### src/rtl/i2c_xyz_poller.sv
// Periodic X/Y/Z register poller driving a byte-level I2C master: pointer write,
// repeated-start read per axis, atomic three-axis commit, bounded retries and sticky fault.
module i2c_xyz_poller #(
    parameter logic [6:0]  DEV_ADDR  = 7'h53,
    parameter logic [7:0]  REG_X     = 8'h32,
    parameter int unsigned POLL_DIV  = 100000,
    parameter int unsigned TIMEOUT   = 65535,
    parameter int unsigned MAX_RETRY = 3
) (
    input  logic        source_clk,
    input  logic        arst,
    input  logic        enable,
    output logic        m_start,
    output logic        m_ten,
    output logic        m_ren,
    output logic [7:0]  m_data_in,
    input  logic [15:0] m_data_out,
    input  logic        m_request,
    input  logic        m_error,
    output logic [15:0] data_x,
    output logic [15:0] data_y,
    output logic [15:0] data_z,
    output logic        xyz_valid,
    output logic        busy,
    output logic        fault,
    output logic [2:0]  dbg_state
);
    // Master handshake: controls are held steady while a phase is active; m_request
    // (byte accepted / read data valid) or m_error is a one-cycle strobe that ends it.
    localparam int DIV_W = $clog2(POLL_DIV);
    localparam int WD_W  = $clog2(TIMEOUT + 1);
    localparam int RT_W  = (MAX_RETRY > 0) ? $clog2(MAX_RETRY + 1) : 1;

    typedef enum logic [2:0] {
        IDLE, WAIT_TICK, W_ADDR, W_REG, R_ADDR, R_DATA, BACKOFF, FAULT
    } state_t;

    state_t           state;
    logic [DIV_W-1:0] div_cnt;
    logic [WD_W-1:0]  wd;
    logic [RT_W-1:0]  retry;
    logic [3:0]       bo_cnt;
    logic [1:0]       axis;
    logic [15:0]      stg_x, stg_y;
    logic             tick, wd_hit, xfer_err, active;

    assign tick      = enable && (div_cnt == DIV_W'(POLL_DIV - 1));
    assign wd_hit    = (wd == WD_W'(TIMEOUT));
    assign xfer_err  = m_error || wd_hit;
    assign active    = (state == W_ADDR) || (state == W_REG) || (state == R_ADDR) || (state == R_DATA);
    assign dbg_state = state;

    // Packed as {busy, m_start, m_ten, m_ren, m_data_in} for the state being entered.
    function automatic logic [11:0] ctrl_for(input state_t s, input logic [1:0] ax);
        case (s)
            W_ADDR:  ctrl_for = {4'b1110, DEV_ADDR, 1'b0};
            W_REG:   ctrl_for = {4'b1010, REG_X + {5'b0, ax, 1'b0}};
            R_ADDR:  ctrl_for = {4'b1101, DEV_ADDR, 1'b1};
            R_DATA:  ctrl_for = {4'b1001, 8'h00};
            BACKOFF: ctrl_for = {4'b1000, 8'h00};
            default: ctrl_for = 12'h000;
        endcase
    endfunction

    always_ff @(posedge source_clk or posedge arst) begin
        if (arst) begin
            div_cnt <= '0;
        end else if (!enable || tick) begin
            div_cnt <= '0;
        end else begin
            div_cnt <= div_cnt + 1'b1;
        end
    end

    always_ff @(posedge source_clk or posedge arst) begin
        if (arst) begin
            state     <= IDLE;
            wd        <= '0;
            retry     <= '0;
            bo_cnt    <= '0;
            axis      <= '0;
            stg_x     <= '0;
            stg_y     <= '0;
            data_x    <= '0;
            data_y    <= '0;
            data_z    <= '0;
            xyz_valid <= 1'b0;
            fault     <= 1'b0;
            {busy, m_start, m_ten, m_ren, m_data_in} <= '0;
        end else begin
            xyz_valid <= 1'b0;
            if (active && !wd_hit) wd <= wd + 1'b1;
            case (state)
                IDLE: if (enable) state <= WAIT_TICK;
                WAIT_TICK: begin
                    if (!enable) begin
                        state <= IDLE;
                    end else if (tick) begin
                        axis  <= 2'd0;
                        state <= W_ADDR;
                        {busy, m_start, m_ten, m_ren, m_data_in} <= ctrl_for(W_ADDR, 2'd0);
                    end
                end
                W_ADDR, W_REG, R_ADDR, R_DATA: begin
                    // An error strobe outranks a simultaneous request, so nothing is latched.
                    if (xfer_err) begin
                        wd <= '0;
                        if (retry < RT_W'(MAX_RETRY)) begin
                            retry  <= retry + 1'b1;
                            bo_cnt <= '0;
                            state  <= BACKOFF;
                            {busy, m_start, m_ten, m_ren, m_data_in} <= ctrl_for(BACKOFF, axis);
                        end else begin
                            fault <= 1'b1;
                            state <= FAULT;
                            {busy, m_start, m_ten, m_ren, m_data_in} <= '0;
                        end
                    end else if (m_request) begin
                        wd <= '0;
                        case (state)
                            W_ADDR: begin
                                state <= W_REG;
                                {busy, m_start, m_ten, m_ren, m_data_in} <= ctrl_for(W_REG, axis);
                            end
                            W_REG: begin
                                state <= R_ADDR;
                                {busy, m_start, m_ten, m_ren, m_data_in} <= ctrl_for(R_ADDR, axis);
                            end
                            R_ADDR: begin
                                state <= R_DATA;
                                {busy, m_start, m_ten, m_ren, m_data_in} <= ctrl_for(R_DATA, axis);
                            end
                            R_DATA: begin
                                retry <= '0;
                                if (axis == 2'd0) stg_x <= m_data_out;
                                if (axis == 2'd1) stg_y <= m_data_out;
                                if (axis < 2'd2) begin
                                    axis  <= axis + 2'd1;
                                    state <= W_ADDR;
                                    {busy, m_start, m_ten, m_ren, m_data_in} <= ctrl_for(W_ADDR, axis);
                                end else begin
                                    data_x    <= stg_x;
                                    data_y    <= stg_y;
                                    data_z    <= m_data_out;
                                    xyz_valid <= 1'b1;
                                    state     <= WAIT_TICK;
                                    {busy, m_start, m_ten, m_ren, m_data_in} <= '0;
                                end
                            end
                            default: ;
                        endcase
                    end
                end
                BACKOFF: begin
                    if (bo_cnt == 4'd15) begin
                        state <= W_ADDR;
                        {busy, m_start, m_ten, m_ren, m_data_in} <= ctrl_for(W_ADDR, axis);
                    end else begin
                        bo_cnt <= bo_cnt + 4'd1;
                    end
                end
                FAULT: begin
                    if (!enable) begin
                        fault <= 1'b0;
                        retry <= '0;
                        state <= IDLE;
                    end
                end
                default: state <= IDLE;
            endcase
        end
    end
endmodule

### config.mk
export PLATFORM = sky130hd
export DESIGN_NAME = i2c_xyz_poller
export DESIGN_NICKNAME = d
export VERILOG_FILES = /design/src/rtl/i2c_xyz_poller.sv
export SDC_FILE = /design/constraint.sdc
export NUM_CORES = 1
export LEC_CHECK = 0
export CAP_MARGIN = 20
export CORE_ASPECT_RATIO = 1.5
export CORE_MARGIN = 4
export CORE_UTILIZATION = 59
export DETAILED_ROUTE_END_ITERATION = 16
export HOLD_SLACK_MARGIN = 0.15
export PLACE_DENSITY = 0.85
export SLEW_MARGIN = 20
export SYNTH_ARGS = -nofsm -noshare
export SYNTH_HDL_FRONTEND = slang
export SYNTH_SLANG_ARGS = --single-unit
### constraint.sdc
create_clock -name source_clk -period 11.2 [get_ports source_clk]
set_input_delay 2.24 -clock source_clk [delete_from_list [all_inputs] [get_ports source_clk]]
set_output_delay 2.24 -clock source_clk [all_outputs]
set_load 0.005 [all_outputs]
Yosys cells after proc, flatten, opt, wreduce, memory -nomap -nowiden
Index checks and enable logic that the tools add are counted.
- register bits after elaboration: 138
- input port bits: 21
- output and inout port bits: 65
- word-level logic and storage cells: 168
- add/subtract/negate cells: 6
- $lt $le $gt $ge: 2
- equality and inequality tests: 33
- muxes and demuxes: 74
- bitwise gates (word level): 2
- reduce and logical (&&, ||, !) cells: 33
- operators by type and width (kind ; number):
    $mux W16 ; 4
    $mux W8 ; 6
    $reduce_and A6 Y1 ; 6
    $pmux W8 S4 ; 1
    $ne A2 B2 Y1 const B ; 13
    $mux W1 ; 25
    $mux W2 ; 12
    $pmux W8 S3 ; 1
    $mux W3 ; 7
    $reduce_and A5 Y1 ; 4
    $pmux W1 S3 ; 6
    $add A17 B1 Y17 const B ; 1
    $eq A17 B17 Y1 const B ; 1
    $mux W17 ; 1
    $add A16 B1 Y16 const B ; 1
    $eq A16 B16 Y1 const B ; 1
    $pmux W3 S5 ; 1
    $eq A3 B3 Y1 const B ; 4
    $mux W4 ; 3
    $ne A3 B3 Y1 const B ; 4
    $pmux W3 S4 ; 1
    $ne A5 B5 Y1 const B ; 2
    $ne A4 B4 Y1 const B ; 2
    $pmux W2 S2 ; 2
    other kinds (24) ; 41

Logic depth before layout (Yosys ltp)
- depth after elaboration: 9
- depth in mapped cells: 9
- depth with buffers taken out: 7

Worst setup path after synthesis
No wires, ideal clock.
- path kind: input to register
- start: in m_error
- end: reg stg_x[10]
- setup time: 0.127 ns
- data arrival time: 3.550 ns
- required time: 11.073 ns
- slack: 7.523 ns
- stages on the path: 7
- path buffers: 3
- path through: clkbuf_1 > nand3b_1 > nor2_2 > and3_1 > buf_2 > buf_6 > mux2_1
- longest elaborated chain between the ends: 3
- ends and longest elaborated chain (item ; line ; source):
    start: declaration ; 19 ; input logic m_error,
    $logic_or A1 B1 Y1 ; 49 ; assign xfer_err = m_error || wd_hit;
    $not A1 Y1 (no source line) ; -- ;
    $reduce_and A5 Y1 (no source line) ; -- ;
    end signal: assignment ; 135 ; if (axis == 2'd0) stg_x <= m_data_out;
    end: declaration ; 44 ; logic [15:0] stg_x, stg_y;
Every way passes these cells.
A chain may end at the register's enable or synchronous reset.

Worst setup path in the final report
- start: in m_error
- end: reg stg_x[4]
Same word-level chain as after synthesis.

==> flow_metrics.py <==
metrics = {
    "sta": {
        "setup_violations": 0,
        "drv_slew": 0,
        "period_share_pct": 37.9,
        "slew_headroom_pct": 33.8,
        "setup_tns_ns": 0,
        "tightest_slew_ns": 0.993,
        "finalCriticalPeriod_ns": 4.25,
        "fmax_ghz": 0.235,
        "rsz0062_at_grt": "no",
        "skew_ns": 0.0103,
        "final-hold-violation-count": 0,
    },
    "power": {
        "p_per_area_nw_per_um2": 210,
        "fin_total_pwr_w": 0.00165,
        "peakVddDrop_uv": 196,
        "leakagePower_nw": 3.74,
    },
    "yosys": {
        "ys_seq_elements": 137,
        "ys_warn_count": 0,
        "ys_types": 66,
        "synthFlopType": "dfrtp_1",
        "syn_avg_cell_area_um2": 11.9,
        "synth-edff-count": 0,
        "synth-seq-area-share_pct": 54.1,
        "netlist_instances": 531,
        "async_flop_share_pct": 100,
        "syn_nets": 562,
        "synth_area_um2": 6330,
    },
    "floorplan": {
        "start_util_pct": 60.1,
        "num_rows": 46,
        "fp.dieW_um": 92.6,
        "core_area_um2": 10500,
        "fp.dieArea_um2": 12500,
        "dieHeight_um": 135,
        "io_pins": 86,
    },
    "grt": {
        "grt_max_degree": 81,
        "grt_pass1_vias": 4827,
        "grt_pass1_wl_mm": 24.0,
        "grtUsageTotal_pct": 24.4,
        "antenna_found_initial": 0,
        "overflow": 0,
    },
    "drt": {
        "antenna_left": 0,
        "drt-vias-per-instance": 5.92,
        "routed_wl_mm": 14.3,
        "wl_per_cell_um": 18.7,
        "wl_met1_mm": 5.48,
        "drt_pass1_iterations": 6,
        "wl_met2_mm": 7.66,
        "met3WireLength_um": 789,
        "num_vias": 4550,
        "routed.top_layer": "met4",
        "drt_iter0_markers": 329,
        "drc_errors": 0,
    },
    "worst_setup_path": {
        "cp_data_arrival_time_ns": 4.55,
        "critical_path.top_delay_family": "simple AND/OR/NAND/NOR gates",
        "r2r_start": "dbg_state[1]$_DFFE_PP0P_",
        "critPathKind": "in -> reg",
        "r2r_end": "data_x[0]$_DFFE_PP0P_",
        "cp_cell_sequence": "clkdlybuf4s50_1 -> nand3b_1 -> nor2_2 -> and3_1 -> mux2_1",
        "crit_fanout": 16,
        "worstSetupEndpointType": "register",
        "cp.depth": 5,
        "cp_num_buf_inv": 1,
        "required_ns": 11.50,
        "crit_path_start_kind": "input pin",
        "slowest_stage": "and3_1",
        "critical-path-max-stage-delay_ns": 0.75,
        "r2r_slack_ns": 7.71,
        "rr_worst_depth": 6,
        "critPathLaunch": "m_error",
    },
    "clock_network": {
        "tritoncts": "done",
        "clockRootBuffer": "clkbuf_16",
        "cts_sinks": 137,
        "path_clk_slew_ns": 0.07,
        "numCtsBuffers": 17,
        "cts_resized": 0,
        "cts_max_level": 4,
        "cts_setup_buffers": 0,
        "cts_hold_buf": 0,
        "clk_path_buf_depth": 2,
        "clock_latency_ns": 0.42,
    },
    "run_status": {
        "outcome": "complete, no violations",
    },
    "worst_hold_path": {
        "worstHoldPathCells": 1,
        "hold_path_end": "stg_y[0]$_DFFE_PP0P_",
        "hp-class": "reg -> reg",
        "worstHoldStart": "stg_y[0]$_DFFE_PP0P_",
    },
    "finish": {
        "drive_above_1_share_pct": 8.16,
        "area_growth_pct": 24.0,
        "fillCellCount": 666,
        "fin_area_um2": 7850,
        "utilization_pct": 74.6,
        "antenna_cells": 0,
        "fin_cells": 769,
        "layout.nets": 643,
    },
    "place": {
        "placed_area_um2": 7250,
        "gp_congestion": 0.977,
        "numPortBuffers": 84,
        "dp_cells": 737,
        "dp_hpwl_mm": 9.56,
    },
    "run": {
        "drv_cap": 0,
    },
}
kinds of logic after synthesis:
family	share of synthesized area, %
and+or+nand+nor	13.4
DFF	54.1
muxes	16.1
AOI/OAI and AO/OA	7.21
buffers and inverters	3.10
xor gates and xnor gates	4.01
adders and majority gates	1.98
other	0.0592
cell type report:
| class | count | area (µm²) | share of cell area, % |
|---|---|---|---|
| Clock inverter | 15 | 176 | 2.25 |
| Sequential cell | 137 | 3430 | 43.7 |
| Clock buffer | 17 | 425 | 5.42 |
| Timing Repair Buffer | 87 | 863 | 11.0 |
| Tap cell | 144 | 180 | 2.29 |
| Inverter | 17 | 66.3 | 0.844 |
| Multi-Input combinational cell | 352 | 2710 | 34.6 |
power breakdown:
group | internal, W | total (W) | switching [W] | leakage, nW
combinational | 0.000223 | 0.000466 | 0.000244 | 1.59
sequential | 0.000557 | 0.000617 | 0.0000595 | 1.86
clock | 0.000336 | 0.000568 | 0.000231 | 0.297
metal layers:
| metal | vias to the layer above | GRT usage [%] |
|---|---|---|
| li1 | 2054 | - |
| met4 | 0 | 9.67 |
| met3 | 42 | 4.85 |
| met2 | 186 | 43.6 |
| met5 | - | 0 |
| met1 | 2268 | 28.7 |
stage by stage:
step | setup WS [ns] | hold slack (ns)
floorplan | 5.29 | 0.448
global placement | 6.66 | 0.459
detailed placement | 6.58 | 0.469
CTS | 6.99 | 0.482
global route | 6.84 | 0.492
finish | 6.95 | 0.481
how the worst max path moves through the flow:
| stage | end | slack (ns) |
|---|---|---|
| after CTS | stg_x[4]$_DFFE_PP0P_ | 6.99 |
| after global routing | stg_x[4]$_DFFE_PP0P_ | 6.84 |
| after floorplan | axis[0]$_DFFE_PP0P_ | 5.29 |
| after global placement | stg_x[8]$_DFFE_PP0P_ | 6.66 |
| after detailed placement | stg_x[10]$_DFFE_PP0P_ | 6.58 |
| final | stg_x[4]$_DFFE_PP0P_ | 6.95 |
sequential cells by signal, summed over array words and instances, names as in the netlist, 2 cells and up:
| register | cells |
|---|---|
| div_cnt | 17 |
| data_x | 16 |
| data_y | 16 |
| data_z | 16 |
| stg_x | 16 |
| stg_y | 16 |
| wd | 16 |
| m_data_in | 7 |
| bo_cnt | 4 |
| dbg_state | 3 |
| axis | 2 |
| retry | 2 |
placed cells by master (no fill, tap or decap), types with 5 or more instances in the layout:
cell type / instances
nand2_1: 28
xnor2_1: 20
nand4_1: 8
xor2_1: 9
mux2_1: 82
inv_1: 15
a21oi_1: 7
o21ai_0: 14
mux2_2: 5
o22ai_1: 5
clkdlybuf4s50_1: 84
and4_1: 6
ha_1: 10
nor2_1: 44
a31oi_1: 5
nand3_1: 12
nor3_1: 8
inv_6: 8
dfrtp_1: 137
and3_1: 11
clkbuf_16: 17
cell usage after synthesis (all sizes together) (4+ instances only):
| cell | number | area share (%) |
|---|---|---|
| nor4b | 5 | 1.0 |
| nor2 | 45 | 2.7 |
| and2 | 4 | 0.40 |
| nand2 | 28 | 1.7 |
| ha | 10 | 2.0 |
| xor2 | 9 | 1.2 |
| or2 | 4 | 0.40 |
| mux2 | 87 | 15 |
| a21oi | 8 | 0.81 |
| mux2i | 4 | 0.63 |
| o22ai | 5 | 0.49 |
| a31oi | 5 | 0.49 |
| buf | 15 | 1.5 |
| nor3 | 8 | 0.63 |
| and3 | 11 | 1.1 |
| xnor2 | 20 | 2.8 |
| nor4 | 4 | 0.40 |
| inv | 16 | 0.95 |
| nand4 | 9 | 0.99 |
| o21ai | 17 | 1.3 |
| nand3 | 13 | 1.0 |
| and4 | 6 | 0.83 |
| dfrtp | 137 | 54 |
| clkbuf | 10 | 0.59 |
(Power assumes the default switching activity.)
